$ cat src/rtl/muldiv_unit.sv
`default_nettype none
// ============================================================================
//  Module   : muldiv_unit
//  Brief    : Iterative RV32M-style multiply/divide unit. Multiplies use
//             radix-2 shift-add over sign-corrected magnitudes. Divides use
//             restoring division on magnitudes, with fast paths for
//             divide-by-zero and signed overflow.
//             The divider is built only when macro MULDIV_DIV_EN is defined.
//             Without it, op_i[2]=1 completes quickly with result 0.
//  Revision : 1.0 - initial release
// ============================================================================
module muldiv_unit #(
  parameter int XLEN = 32
) (
  input  logic            clk,
  input  logic            rst_n,
  input  logic            start_i,
  input  logic [2:0]      op_i,
  input  logic [XLEN-1:0] rs1_i,
  input  logic [XLEN-1:0] rs2_i,
  input  logic [4:0]      rd_i,
  input  logic            flush_i,
  output logic            busy_o,
  output logic            done_o,
  output logic [XLEN-1:0] result_o,
  output logic [4:0]      rd_o,
  output logic            stall_o
);

  // Counter must be able to hold XLEN itself (the "finalise" value).
  localparam int CNT_W = $clog2(XLEN + 1);
  localparam logic [CNT_W-1:0] c_CNT_LAST = CNT_W'(XLEN);
  // Fast paths start one short of the end: one idle tick, then finalise.
  localparam logic [CNT_W-1:0] c_CNT_FAST = CNT_W'(XLEN - 1);

  localparam logic [1:0] c_IDLE = 2'd0;
  localparam logic [1:0] c_CALC = 2'd1;
  localparam logic [1:0] c_DONE = 2'd2;

  logic [1:0]        state_q,  state_d;
  logic [CNT_W-1:0]  cnt_q,    cnt_d;
  logic [2:0]        op_q,     op_d;
  logic [4:0]        rd_q,     rd_d;
  // acc: {product hi, multiplier} for multiply, {remainder, quotient} for divide
  logic [2*XLEN-1:0] acc_q,    acc_d;
  // opb: multiplicand magnitude or divisor magnitude
  logic [XLEN-1:0]   opb_q,    opb_d;
  // neg: product sign, or quotient sign for divides
  logic              neg_q,    neg_d;
  logic              fast_q,   fast_d;
  logic [XLEN-1:0]   result_q, result_d;
  logic [4:0]        rdo_q,    rdo_d;
`ifdef MULDIV_DIV_EN
  // Remainder takes the sign of the dividend
  logic              rneg_q,   rneg_d;
`endif

  logic              w_s1, w_s2;
  logic              w_n1, w_n2;
  logic [XLEN-1:0]   w_m1, w_m2;
  logic [XLEN:0]     w_madd;
  logic [2*XLEN-1:0] w_step;
  logic [2*XLEN-1:0] w_prod;
  logic [XLEN-1:0]   w_final;
`ifdef MULDIV_DIV_EN
  logic              w_ovf;
  logic [XLEN:0]     w_rsh;
  logic [XLEN:0]     w_diff;
  logic [XLEN-1:0]   w_quo;
  logic [XLEN-1:0]   w_rem;
`endif

  assign busy_o   = (state_q == c_CALC);
  assign done_o   = (state_q == c_DONE);
  assign result_o = result_q;
  assign rd_o     = rdo_q;
  assign stall_o  = busy_o | (start_i & ~flush_i & ~done_o);

  // Operand signedness and magnitudes from the incoming request
  always_comb begin
    w_s1 = (op_i[1:0] != 2'b11);
    w_s2 = ~op_i[1];
`ifdef MULDIV_DIV_EN
    if (op_i[2]) begin
      w_s1 = ~op_i[0];
      w_s2 = ~op_i[0];
    end
    w_ovf = ~op_i[0] & (rs1_i == {1'b1, {(XLEN-1){1'b0}}}) & (&rs2_i);
`endif
    w_n1 = w_s1 & rs1_i[XLEN-1];
    w_n2 = w_s2 & rs2_i[XLEN-1];
    w_m1 = w_n1 ? (~rs1_i + XLEN'(1)) : rs1_i;
    w_m2 = w_n2 ? (~rs2_i + XLEN'(1)) : rs2_i;
  end

  // One iteration of shift-add multiply or restoring divide
  always_comb begin
    w_madd = {1'b0, acc_q[2*XLEN-1:XLEN]}
           + {1'b0, (acc_q[0] ? opb_q : {XLEN{1'b0}})};
    w_step = {w_madd, acc_q[XLEN-1:1]};
`ifdef MULDIV_DIV_EN
    w_rsh  = {acc_q[2*XLEN-1:XLEN], acc_q[XLEN-1]};
    w_diff = w_rsh - {1'b0, opb_q};
    if (op_q[2]) begin
      if (w_diff[XLEN]) begin
        w_step = {w_rsh[XLEN-1:0], acc_q[XLEN-2:0], 1'b0};
      end else begin
        w_step = {w_diff[XLEN-1:0], acc_q[XLEN-2:0], 1'b1};
      end
    end
`endif
  end

  // Sign correction and result selection on exit from CALC
  always_comb begin
    w_prod  = neg_q ? (~acc_q + (2*XLEN)'(1)) : acc_q;
    w_final = (op_q[1:0] == 2'b00) ? w_prod[XLEN-1:0] : w_prod[2*XLEN-1:XLEN];
`ifdef MULDIV_DIV_EN
    w_quo = neg_q  ? (~acc_q[XLEN-1:0] + XLEN'(1)) : acc_q[XLEN-1:0];
    w_rem = rneg_q ? (~acc_q[2*XLEN-1:XLEN] + XLEN'(1)) : acc_q[2*XLEN-1:XLEN];
    if (op_q[2]) begin
      if (fast_q) begin
        // Fast-path results were loaded already in final form
        w_final = op_q[1] ? acc_q[2*XLEN-1:XLEN] : acc_q[XLEN-1:0];
      end else begin
        w_final = op_q[1] ? w_rem : w_quo;
      end
    end
`else
    if (op_q[2]) begin
      w_final = '0;
    end
`endif
  end

  // Control FSM and datapath next-state
  always_comb begin
    state_d  = state_q;
    cnt_d    = cnt_q;
    op_d     = op_q;
    rd_d     = rd_q;
    acc_d    = acc_q;
    opb_d    = opb_q;
    neg_d    = neg_q;
    fast_d   = fast_q;
    result_d = result_q;
    rdo_d    = rdo_q;
`ifdef MULDIV_DIV_EN
    rneg_d   = rneg_q;
`endif
    case (state_q)
      c_IDLE, c_DONE: begin
        state_d = c_IDLE;
        // flush_i in the same cycle drops the request
        if (start_i && !flush_i) begin
          state_d = c_CALC;
          op_d    = op_i;
          rd_d    = rd_i;
          cnt_d   = '0;
          fast_d  = 1'b0;
          neg_d   = w_n1 ^ w_n2;
          opb_d   = w_m1;
          if (!op_i[2]) begin
            acc_d = {{XLEN{1'b0}}, w_m2};
          end
`ifdef MULDIV_DIV_EN
          else if (rs2_i == '0) begin
            acc_d  = {rs1_i, {XLEN{1'b1}}};
            fast_d = 1'b1;
            cnt_d  = c_CNT_FAST;
          end else if (w_ovf) begin
            acc_d  = {{XLEN{1'b0}}, rs1_i};
            fast_d = 1'b1;
            cnt_d  = c_CNT_FAST;
          end else begin
            acc_d  = {{XLEN{1'b0}}, w_m1};
            opb_d  = w_m2;
            rneg_d = w_n1;
          end
`else
          else begin
            acc_d  = '0;
            fast_d = 1'b1;
            cnt_d  = c_CNT_FAST;
          end
`endif
        end
      end
      c_CALC: begin
        if (flush_i) begin
          state_d = c_IDLE;
        end else if (cnt_q == c_CNT_LAST) begin
          result_d = w_final;
          rdo_d    = rd_q;
          state_d  = c_DONE;
        end else begin
          cnt_d = cnt_q + CNT_W'(1);
          if (!fast_q) begin
            acc_d = w_step;
          end
        end
      end
      default: state_d = c_IDLE;
    endcase
  end

  // State registers with asynchronous active-low reset
  always_ff @(posedge clk or negedge rst_n) begin
    if (!rst_n) begin
      state_q  <= c_IDLE;
      cnt_q    <= '0;
      op_q     <= '0;
      rd_q     <= '0;
      acc_q    <= '0;
      opb_q    <= '0;
      neg_q    <= 1'b0;
      fast_q   <= 1'b0;
      result_q <= '0;
      rdo_q    <= '0;
`ifdef MULDIV_DIV_EN
      rneg_q   <= 1'b0;
`endif
    end else begin
      state_q  <= state_d;
      cnt_q    <= cnt_d;
      op_q     <= op_d;
      rd_q     <= rd_d;
      acc_q    <= acc_d;
      opb_q    <= opb_d;
      neg_q    <= neg_d;
      fast_q   <= fast_d;
      result_q <= result_d;
      rdo_q    <= rdo_d;
`ifdef MULDIV_DIV_EN
      rneg_q   <= rneg_d;
`endif
    end
  end

endmodule
`default_nettype wire

$ cat config.mk
export PLATFORM = sky130hd
export DESIGN_NAME = muldiv_unit
export DESIGN_NICKNAME = d
export VERILOG_FILES = /design/src/rtl/muldiv_unit.sv
export SDC_FILE = /design/constraint.sdc
export NUM_CORES = 1
export LEC_CHECK = 0
export CORE_MARGIN = 2
export CORE_UTILIZATION = 47
export CTS_CLUSTER_SIZE = 25
export DETAILED_ROUTE_END_ITERATION = 16
export DONT_BUFFER_PORTS = 1
export SYNTH_ARGS = -nofsm -noshare
export SYNTH_HDL_FRONTEND = slang
export SYNTH_SLANG_ARGS = --single-unit
$ cat constraint.sdc
create_clock -name clk -period 3.4 [get_ports clk]
set_input_delay 0.34 -clock clk [delete_from_list [all_inputs] [get_ports clk]]
set_output_delay 0.34 -clock clk [all_outputs]
set_load 0.02 [all_outputs]
Yosys cells after proc, flatten, opt, wreduce, memory -nomap -nowiden
Index checks and enable logic that the tools add are counted.
{"block": "classes", "n_addsub": 5, "multipliers": 0, "div": 0, "n_lt_le_gt_ge": 0, "eq_ne": 9, "n_shift": 0, "mux": 22, "n_bitwise": 12, "n_reduce_logical": 10}
{"operator": "64-bit two-way mux", "n": 5}
{"operator": "32-bit two-way mux", "n": 6}
{"operator": "64-bit one-hot mux with 2 select lines", "n": 1}
{"operator": "32-bit by 1-bit adder with 32-bit output (second input constant)", "n": 2}
{"operator": "64-bit by 1-bit adder with 64-bit output (second input constant)", "n": 1}
{"operator": "32-bit NOT", "n": 2}
{"operator": "64-bit NOT", "n": 1}
{"operator": "32-bit by 32-bit adder with 33-bit output", "n": 1}
{"operator": "6-bit two-way mux", "n": 3}
{"operator": "6-bit one-hot mux with 2 select lines", "n": 1}
{"operator": "2-bit inequality test (second input constant)", "n": 5}
{"operator": "6-bit by 1-bit adder with 6-bit output (second input constant)", "n": 1}
{"operator": "6-bit equality test (second input constant)", "n": 1}
{"operator": "5-bit two-way mux", "n": 1}
{"operator": "5-bit AND reduction", "n": 1}
{"operator": "1-bit bitwise AND", "n": 4}
{"operator": "2-bit zero test", "n": 2}
{"operator": "2-bit two-way mux", "n": 2}
{"operator": "2-bit one-hot mux with 2 select lines", "n": 1}
{"operator": "4-bit AND reduction", "n": 1}
{"operator": "3-bit by 2-bit inequality test with 1-bit output (second input constant)", "n": 1}
{"operator": "1-bit NOT", "n": 3}
{"operator": "3-bit AND reduction", "n": 1}
{"operator": "2-bit by 1-bit equality test with 1-bit output (second input constant)", "n": 1}
{"operator": "9 further kinds", "n": 10}
{"block": "totals", "ff_bits": 151, "latch_bits": 0, "ramBits": 0, "mem_bits_ro": 0, "inputBits": 76, "output_inout_bits": 40, "n_memories": 0}

Longest topological paths before layout
{"block": "logic_depth", "word_depth": 6, "mapped_depth": 12, "mapped_depth_nobuf": 11}

Worst setup path before layout
No wires, ideal clock.
{"block": "synth_timing", "path_type": "register -> register", "startpoint": "register acc_q[0]", "endpoint": "register acc_q[57]", "t_arrival_ps": 2821, "setup_slack_ps": 453, "stages_incl_launch_ff": 13, "n_path_buf": 1, "period_less_slack_ps": 2947, "cell_sequence": "dfrtp_1 clkbuf_1 and2_1 ha_1 inv_1 fa_1 nor2b_1 o211ai_1 a21o_1 o21ai_0 a21oi_1 o21a_1 a221o_1"}
{"block": "synth_between", "elab_chain_len": 6}
{"item": "start, declared", "line": "45", "source": "logic [2*XLEN-1:0] acc_q, acc_d;"}
{"item": "start signal, assigned", "line": "214", "source": "acc_q <= '0;"}
{"item": "start signal, assigned", "line": "228", "source": "acc_q <= acc_d;"}
{"item": "32-bit two-way mux", "line": "99", "source": "+ {1'b0, (acc_q[0] ? opb_q : {XLEN{1'b0}})};"}
{"item": "32-bit by 32-bit adder with 33-bit output", "line": "99"}
{"item": "64-bit two-way mux", "line": "198", "source": "if (!fast_q) begin"}
{"item": "64-bit two-way mux", "line": "192", "source": "end else if (cnt_q == c_CNT_LAST) begin"}
{"item": "64-bit two-way mux", "line": "190", "source": "if (flush_i) begin"}
{"item": "64-bit one-hot mux with 2 select lines", "line": "151", "source": "case (state_q)"}
Every way passes these cells. The select of a mux whose other input is x is not followed.
A chain may end at the register's enable or synchronous reset.

Worst setup path after layout
{"block": "layout_timing", "startpoint": "register acc_q[3]", "endpoint": "register result_q[6], in the netlist result_o[6]"}
{"block": "layout_between", "elab_chain_len": 5}
{"item": "64-bit NOT", "line": "116", "source": "w_prod = neg_q ? (~acc_q + (2*XLEN)'(1)) : acc_q;"}
{"item": "64-bit by 1-bit adder with 64-bit output", "line": "116"}
{"item": "64-bit two-way mux", "line": "116"}
{"item": "32-bit two-way mux", "line": "117", "source": "w_final = (op_q[1:0] == 2'b00) ? w_prod[XLEN-1:0] : w_prod[2*XLEN-1:XLEN];"}
{"item": "32-bit two-way mux", "line": "130", "source": "if (op_q[2]) begin"}
{"item": "end signal, assigned", "line": "232", "source": "result_q <= result_d;"}
{"item": "end, declared", "line": "51", "source": "logic [XLEN-1:0] result_q, result_d;"}
Every way passes these cells.

==> results.py <==
metrics = {
    "routing": {
        "ant_nets": 0,
        "dr_total_vias": 9994,
        "routedWlPerCell_um": 21.2,
        "vias_per_cell": 6.21,
        "wirelength_um": 34100,
        "drtPass1Iterations": 5,
        "drt_first_iter_violations": 1142,
        "drc": 0,
    },
    "clock_tree": {
        "cts_tree": "yes",
        "h-tree-depth": 4,
        "clockBufferDepth": 2,
        "cts_setup_buffers": 0,
        "ctsResizeCount": 0,
        "cts-root-buf": "clkbuf_16",
        "clock-sinks": 150,
        "clk_pin_slew_worst_paths_ps": 80,
        "cts_made_buffers": 17,
        "clk_latency_ps": 440,
    },
    "power_and_ir_drop": {
        "peakVddDrop_v": 0.000314,
        "power_density_mw_per_mm2": 605,
        "leakagePower_nw": 5.03,
    },
    "global_route": {
        "track_usage": 0.282,
        "grt_max_degree": 151,
        "antenna_found_initial": 1,
        "grt_pass1_wl_um": 53800,
        "grt_pass1_vias": 9373,
        "grt_overflow": 0,
    },
    "yosys": {
        "syn_inst": 1331,
        "yosysUniqueCellTypes": 72,
        "synth_top_family_by_area": "compound AO/OA/AOI/OAI gates",
        "yosys.area_share.simple": 0.224,
        "yosys_register_bits": 150,
        "syn-cell-area_mm2": 0.0109,
        "synth_fa_ha_area_frac": 0.0443,
        "synthXorXnorAreaFrac": 0.108,
        "synth-warning-count": 0,
        "syn_nets": 1445,
        "synth_top_area_frac": 0.344,
        "yosysMostFrequentCell": "nand2_1",
        "synthTopCellsByCount": "nand2_1 (177), dfrtp_1 (150), nor2_1 (113), a21oi_1 (110), o21ai_0 (89)",
        "synth_compound_area_frac": 0.234,
        "ys.flop_type": "dfrtp_1",
        "post_synth.cell_area_avg_um2": 8.20,
        "synth_area_leaders": "dfrtp_1 (34%), nand2_1 (6.1%), xnor2_1 (5.6%)",
        "synth-seq-area-share": 0.344,
        "yosysTopAreaCell": "dfrtp_1",
        "async_flop_share": 1.00,
        "synth.area.mux_share": 0.0130,
        "synth-edff-count": 0,
    },
    "sta": {
        "hold_ws_ps": -399,
        "setup-violations-final": 0,
        "drv_slew": 0,
        "fin_crit_sh": 0.933,
        "fin_tns_setup_ps": 0,
        "tightestPinTransition_ps": 978,
        "grt_setup_unrepaired": "false",
        "relSlewSlack": 0.348,
        "layout_setup_ws_ps": 228,
        "hold_viol": 150,
        "finalCriticalPeriod_ps": 3170,
        "max_freq_mhz": 315,
        "fin_worst_skew_ps": 13.4,
    },
    "flow_run": {
        "drv_cap": 0,
    },
    "hold_path": {
        "hp-class": "primary input to asynchronous set/reset pin",
    },
    "floorplanning": {
        "die-area_mm2": 0.0245,
        "die_w_um": 156,
        "chipHeight_um": 156,
        "core_mm2": 0.0227,
        "initial_core_util": 0.481,
        "io_pins": 116,
        "rows": 55,
    },
    "critical_path": {
        "critPathCaptureType": "register",
        "rr_worst_depth": 7,
        "reg2reg_slack_ps": 230,
        "r2r-end": "result_o[6]",
        "required_ps": 3700,
        "crit_chain": "nor3_1 -> nand4_1 -> or4_4 -> or2_4 -> o41ai_2 -> xor2_1 -> o221ai_1",
        "cp.arrival_ps": 3470,
        "cp_top_family": "simple AND/OR/NAND/NOR gates",
        "r2r-start": "acc_q[3]",
        "path_buf_inv": 0,
        "crit_type": "register to register",
        "slowest_delay_ps": 690,
        "crit_slowest_cell": "or4_4",
        "cp_max_fo": 6,
        "setup.worst_path.start_class": "register",
    },
    "placed_design": {
        "place_ws_ps": 297,
        "gp_congestion": 0.967,
        "dpl.hpwl_um": 25900,
        "portBuffers": 0,
    },
    "cells_and_area": {
        "areaGrowthSynthToFinish_pct": 9.08,
        "drive_gt1_frac": 0.0793,
        "num_antenna_cells": 0,
        "fin_nets": 1425,
    },
    "run_status": {
        "status": "complete, but fails checks",
        "failed_checks": "hold timing",
    },
}
## cells by family after synthesis
family          Yosys count
flops                   150
fa+ha+maj                38
mux                      13
buf+inv                  96
compound gates          392
simple gates            508
xor+xnor                134
## how the worst max path moves through the flow
stage | start | endpoint | slack [ps] | cells past startpoint
after global placement | acc_q[0] | acc_q[62] | 320 | 10
after floorplan | acc_q[0] | acc_q[57] | 450 | 12
after detailed placement | acc_q[0] | acc_q[62] | 300 | 10
after CTS | acc_q[0] | acc_q[62] | 290 | 10
after global routing | acc_q[9] | result_o[6] | 30 | 7
final | acc_q[3] | result_o[6] | 230 | 7
## cell type report
| type | instances | area, µm² |
|---|---|---|
| Fill cell | 2183 | 10800 |
| Multi-Input combinational cell | 1085 | 6820 |
| Sequential cell | 150 | 3750 |
| Clock buffer | 17 | 425 |
| Tap cell | 285 | 357 |
| Timing Repair Buffer | 34 | 255 |
| Clock inverter | 15 | 206 |
| Inverter | 23 | 86.3 |
## layer usage
metal	wire length, µm	vias up	track usage
li1	-	4807	-
met3	2480	31	0.0568
met5	0	-	0
met4	462	0	0.0607
met2	14300	371	0.402
met1	16800	4785	0.438
## through the flow
stage	power (mW)	std cells	utilization	hold WS (ps)	cell area (µm²)
floorplan	4.32	1331	-	44.4	10900
global placement	5.14	1577	0.496	54.0	11300
detailed placement	5.14	1577	0.496	53.3	11300
CTS	7.18	1609	0.524	-404	11900
global route	7.63	1609	0.524	-412	11900
finish	7.20	1609	0.524	-399	11900
## sequential cells by signal (all words and copies together), names as in the netlist
| register | cells |
|---|---|
| state_q | 2 |
| opb_q | 32 |
| op_q | 3 |
| result_o | 32 |
| rd_q | 5 |
| neg_q | 1 |
| cnt_q | 6 |
| rd_o | 5 |
| acc_q | 64 |
## cell usage in the layout (no fill, tap or decap), drive strengths merged, types with 16 or more instances in the layout
cell    Yosys  layout
clkbuf     70      17
xor2       64      64
nand2     177     177
nor2      113     113
inv        22      29
o41ai      16      16
a21oi     110     110
ha         37      37
o31ai      38      38
nand3      19      19
or3        22      22
and2       36      36
buf         3      34
xnor2      70      70
o221ai     21      21
o21ai      94      94
or4        19      19
nor3       43      43
dfrtp     150     150
a22oi      23      23
## where the power goes
part,switching [mW],total (mW),leakage [nW],internal [mW]
registers,0.439,2.50,1.92,2.06
clock network,0.904,2.03,0.306,1.13
logic,1.63,2.67,2.80,1.03
Note: power is estimated with default switching activity, not from simulation.
==> patch, RTL diff (same settings) <==
One comparison of `cnt_q` changes from == to >=.
--- a/src/rtl/muldiv_unit.sv
+++ b/src/rtl/muldiv_unit.sv
@@ -190,5 +190,5 @@
         if (flush_i) begin
           state_d = c_IDLE;
-        end else if (cnt_q == c_CNT_LAST) begin
+        end else if (cnt_q >= c_CNT_LAST) begin
           result_d = w_final;
           rdo_d    = rd_q;
Formal check against the unedited RTL: no difference found for any inputs over 4 cycles, from zero or initial values and one cycle with rst_n low; that may be too few to reach the edited logic, so the function may still have changed.
==> patch against the unedited design <==
The run still ends with negative hold slack left; first-iteration DRC count is 42% lower; routed wire length down 15%; synthesized area is 4.0% lower; sequential cell count unchanged; sequential share of layout area up 1.1 points; power fell by 18%; utilization up 0.34 points; count of clock-buffer cells in the layout unchanged; highest routed layer unchanged; design area down 3.3%; largest cell class unchanged; fmax grew 3.1%; largest power group is now sequential cells; worst setup slack better by 0.095 ns.
==> patch: results <==
metrics = {
    "global_route": {
        "number_of_global_route_vias_before_repair": 8855,
        "grt_first_pass_wirelength_mm": 47.5,
        "use_met3_pct": 5.64,
        "antenna_found_initial": 0,
        "grt_use_met2_pct": 39.0,
        "grtUsageTotal_pct": 25.0,
        "gr-usage-met1_pct": 35.9,
    },
    "critical_path": {
        "worst_path_largest_cell_delay_ns": 0.49,
        "timing.rr.start": "acc_q[0]$_DFFE_PN0P_",
        "worst_r2r_path_depth": 14,
        "reg2reg_to": "acc_q[59]$_DFFE_PN0P_",
        "crit_path_max_fanout": 16,
        "crit_arrival_ns": 3.43,
        "setup.reg_to_reg.worst_slack_ns": 0.32,
        "timing.critical_path.max_delay_family": "compound AO/OA/AOI/OAI gates",
        "slowest_stage": "sky130_fd_sc_hd__dfrtp_2",
    },
    "final_layout": {
        "largest-register": "acc_q",
        "nNetsFinal": 1369,
        "layout-drive-gt1-share_pct": 7.18,
    },
    "clock_network": {
        "post_cts_buffers": 0,
        "clock_pin_slew_of_the_registers_on_the_worst_case_setup_and_hold_paths_ns": 0.08,
        "clockBufferDepth": 2,
        "clk_latency_worst_skew_pair_ns": 0.44,
        "root_buffer": "sky130_fd_sc_hd__clkbuf_16",
    },
    "route": {
        "routed_wirelength_mm": 29.1,
        "route.vias.total": 9135,
        "drtIter0Drc": 663,
        "viasPerCell": 5.90,
        "drt_pre_antenna_iters": 5,
    },
    "synthesis": {
        "synth.area.top_cells": "sky130_fd_sc_hd__dfrtp_1 36%, sky130_fd_sc_hd__nand2_1 7.5%, sky130_fd_sc_hd__o21ai_0 6.8%, sky130_fd_sc_hd__xor2_1 6.3%, sky130_fd_sc_hd__xnor2_1 5.5%",
        "number_of_instances_in_the_synthesized_netlist": 1261,
        "ys_top_cells_by_count": "208 x sky130_fd_sc_hd__nand2_1, 150 x sky130_fd_sc_hd__dfrtp_1, 142 x sky130_fd_sc_hd__o21ai_0, 79 x sky130_fd_sc_hd__a21oi_1, 75 x sky130_fd_sc_hd__xor2_1",
        "sequential_to_total_area_share_from_yosys_stat_pct": 35.8,
        "ys_types": 73,
        "synth-warning-count": 0,
    },
    "pwr": {
        "p_int_mw": 3.66,
        "worst_ir_drop_vdd_uv": 334,
        "power.leakage_nw": 5.13,
    },
    "worst_hold_path": {
        "holdCritPathClass": "input port to asynchronous set/reset pin",
    },
    "placement": {
        "routability_congestion": 0.912,
        "numPlacedInstances": 1510,
        "detailed_place_hpwl_mm": 21.8,
    },
    "outcome": {
        "status": "finished with violations",
        "failed_checks": "negative hold slack",
    },
    "timing": {
        "maxSlewHeadroom_pct": 37.1,
        "hold_violations": 150,
        "finalClockSkew_ns": 0.0138,
        "hold_ws_ns": -0.410,
    },
}
[patch: cell count changes after synthesis, moves of 15 or more]
cell                       delta
sky130_fd_sc_hd__o21ai_0     +53
sky130_fd_sc_hd__nor2_1      -46
sky130_fd_sc_hd__a21oi_1     -31
sky130_fd_sc_hd__nand2_1     +31
sky130_fd_sc_hd__o31ai_1     -16
sky130_fd_sc_hd__clkbuf_1    -15
sky130_fd_sc_hd__nor3_1      -15
[patch: area by class of cell]
cell class	instances	area [um2]
fill	2078	10300
clock buffer	17	425
multi-input combinational	1022	6420
inverter	30	113
timing repair buffer	34	270
tap	280	350
sequential	150	3760
clock inverter	15	183
[patch: power groups by stage]
stage	clock (mW)	sequential, mW	combinational [mW]
2_1_floorplan	0	2.38	1.16
3_3_place_gp	0	2.51	1.47
3_5_place_dp	0	2.51	1.48
4_1_cts	1.95	2.48	1.50
5_1_grt	2.03	2.52	1.68
6_report	1.92	2.48	1.50
[patch: cell families (layout without fill, tap and decap cells)]
logic type      Yosys count  after routing  share of synthesized area, %
xor+xnor                141            141                          11.8
simple gates            459            459                          21.2
compound gates          381            381                          22.9
fa+ha+maj                38             38                          4.61
flops                   150            150                          35.8
buf+inv                  89             96                          3.31
mux                       3              3                         0.287
[patch: worst max path at each step]
stage | to | startpoint | slack, ns
after floorplan | acc_q[59]$_DFFE_PN0P_ | acc_q[0]$_DFFE_PN0P_ | 0.25
after global placement | acc_q[59]$_DFFE_PN0P_ | acc_q[0]$_DFFE_PN0P_ | 0.11
after detailed placement | acc_q[59]$_DFFE_PN0P_ | acc_q[0]$_DFFE_PN0P_ | 0.03
after CTS | acc_q[59]$_DFFE_PN0P_ | acc_q[0]$_DFFE_PN0P_ | 0.01
after global routing | acc_q[59]$_DFFE_PN0P_ | acc_q[0]$_DFFE_PN0P_ | 0.008
final | acc_q[59]$_DFFE_PN0P_ | acc_q[0]$_DFFE_PN0P_ | 0.32
[patch: layer usage]
layer,vias up,wire (um)
met5,-,0
met4,0,288
met3,27,1840
met2,234,13100
met1,4356,13800
li1,4518,-
[patch: timing repair]
item | CTS | global route
resized for setup | 0 | 5
setup endpoints to repair | 0 | 7
endpoints found under the hold margin | 156 | 150
[patch: metrics by stage]
step / setup WS, ns / instance area, um2
after detailed placement: 0.0297 / 10800
after floorplan: 0.251 / 10500
after global routing: 0.00771 / 11500
final: 0.323 / 11500
after global placement: 0.106 / 10800
after CTS: 0.0120 / 11500
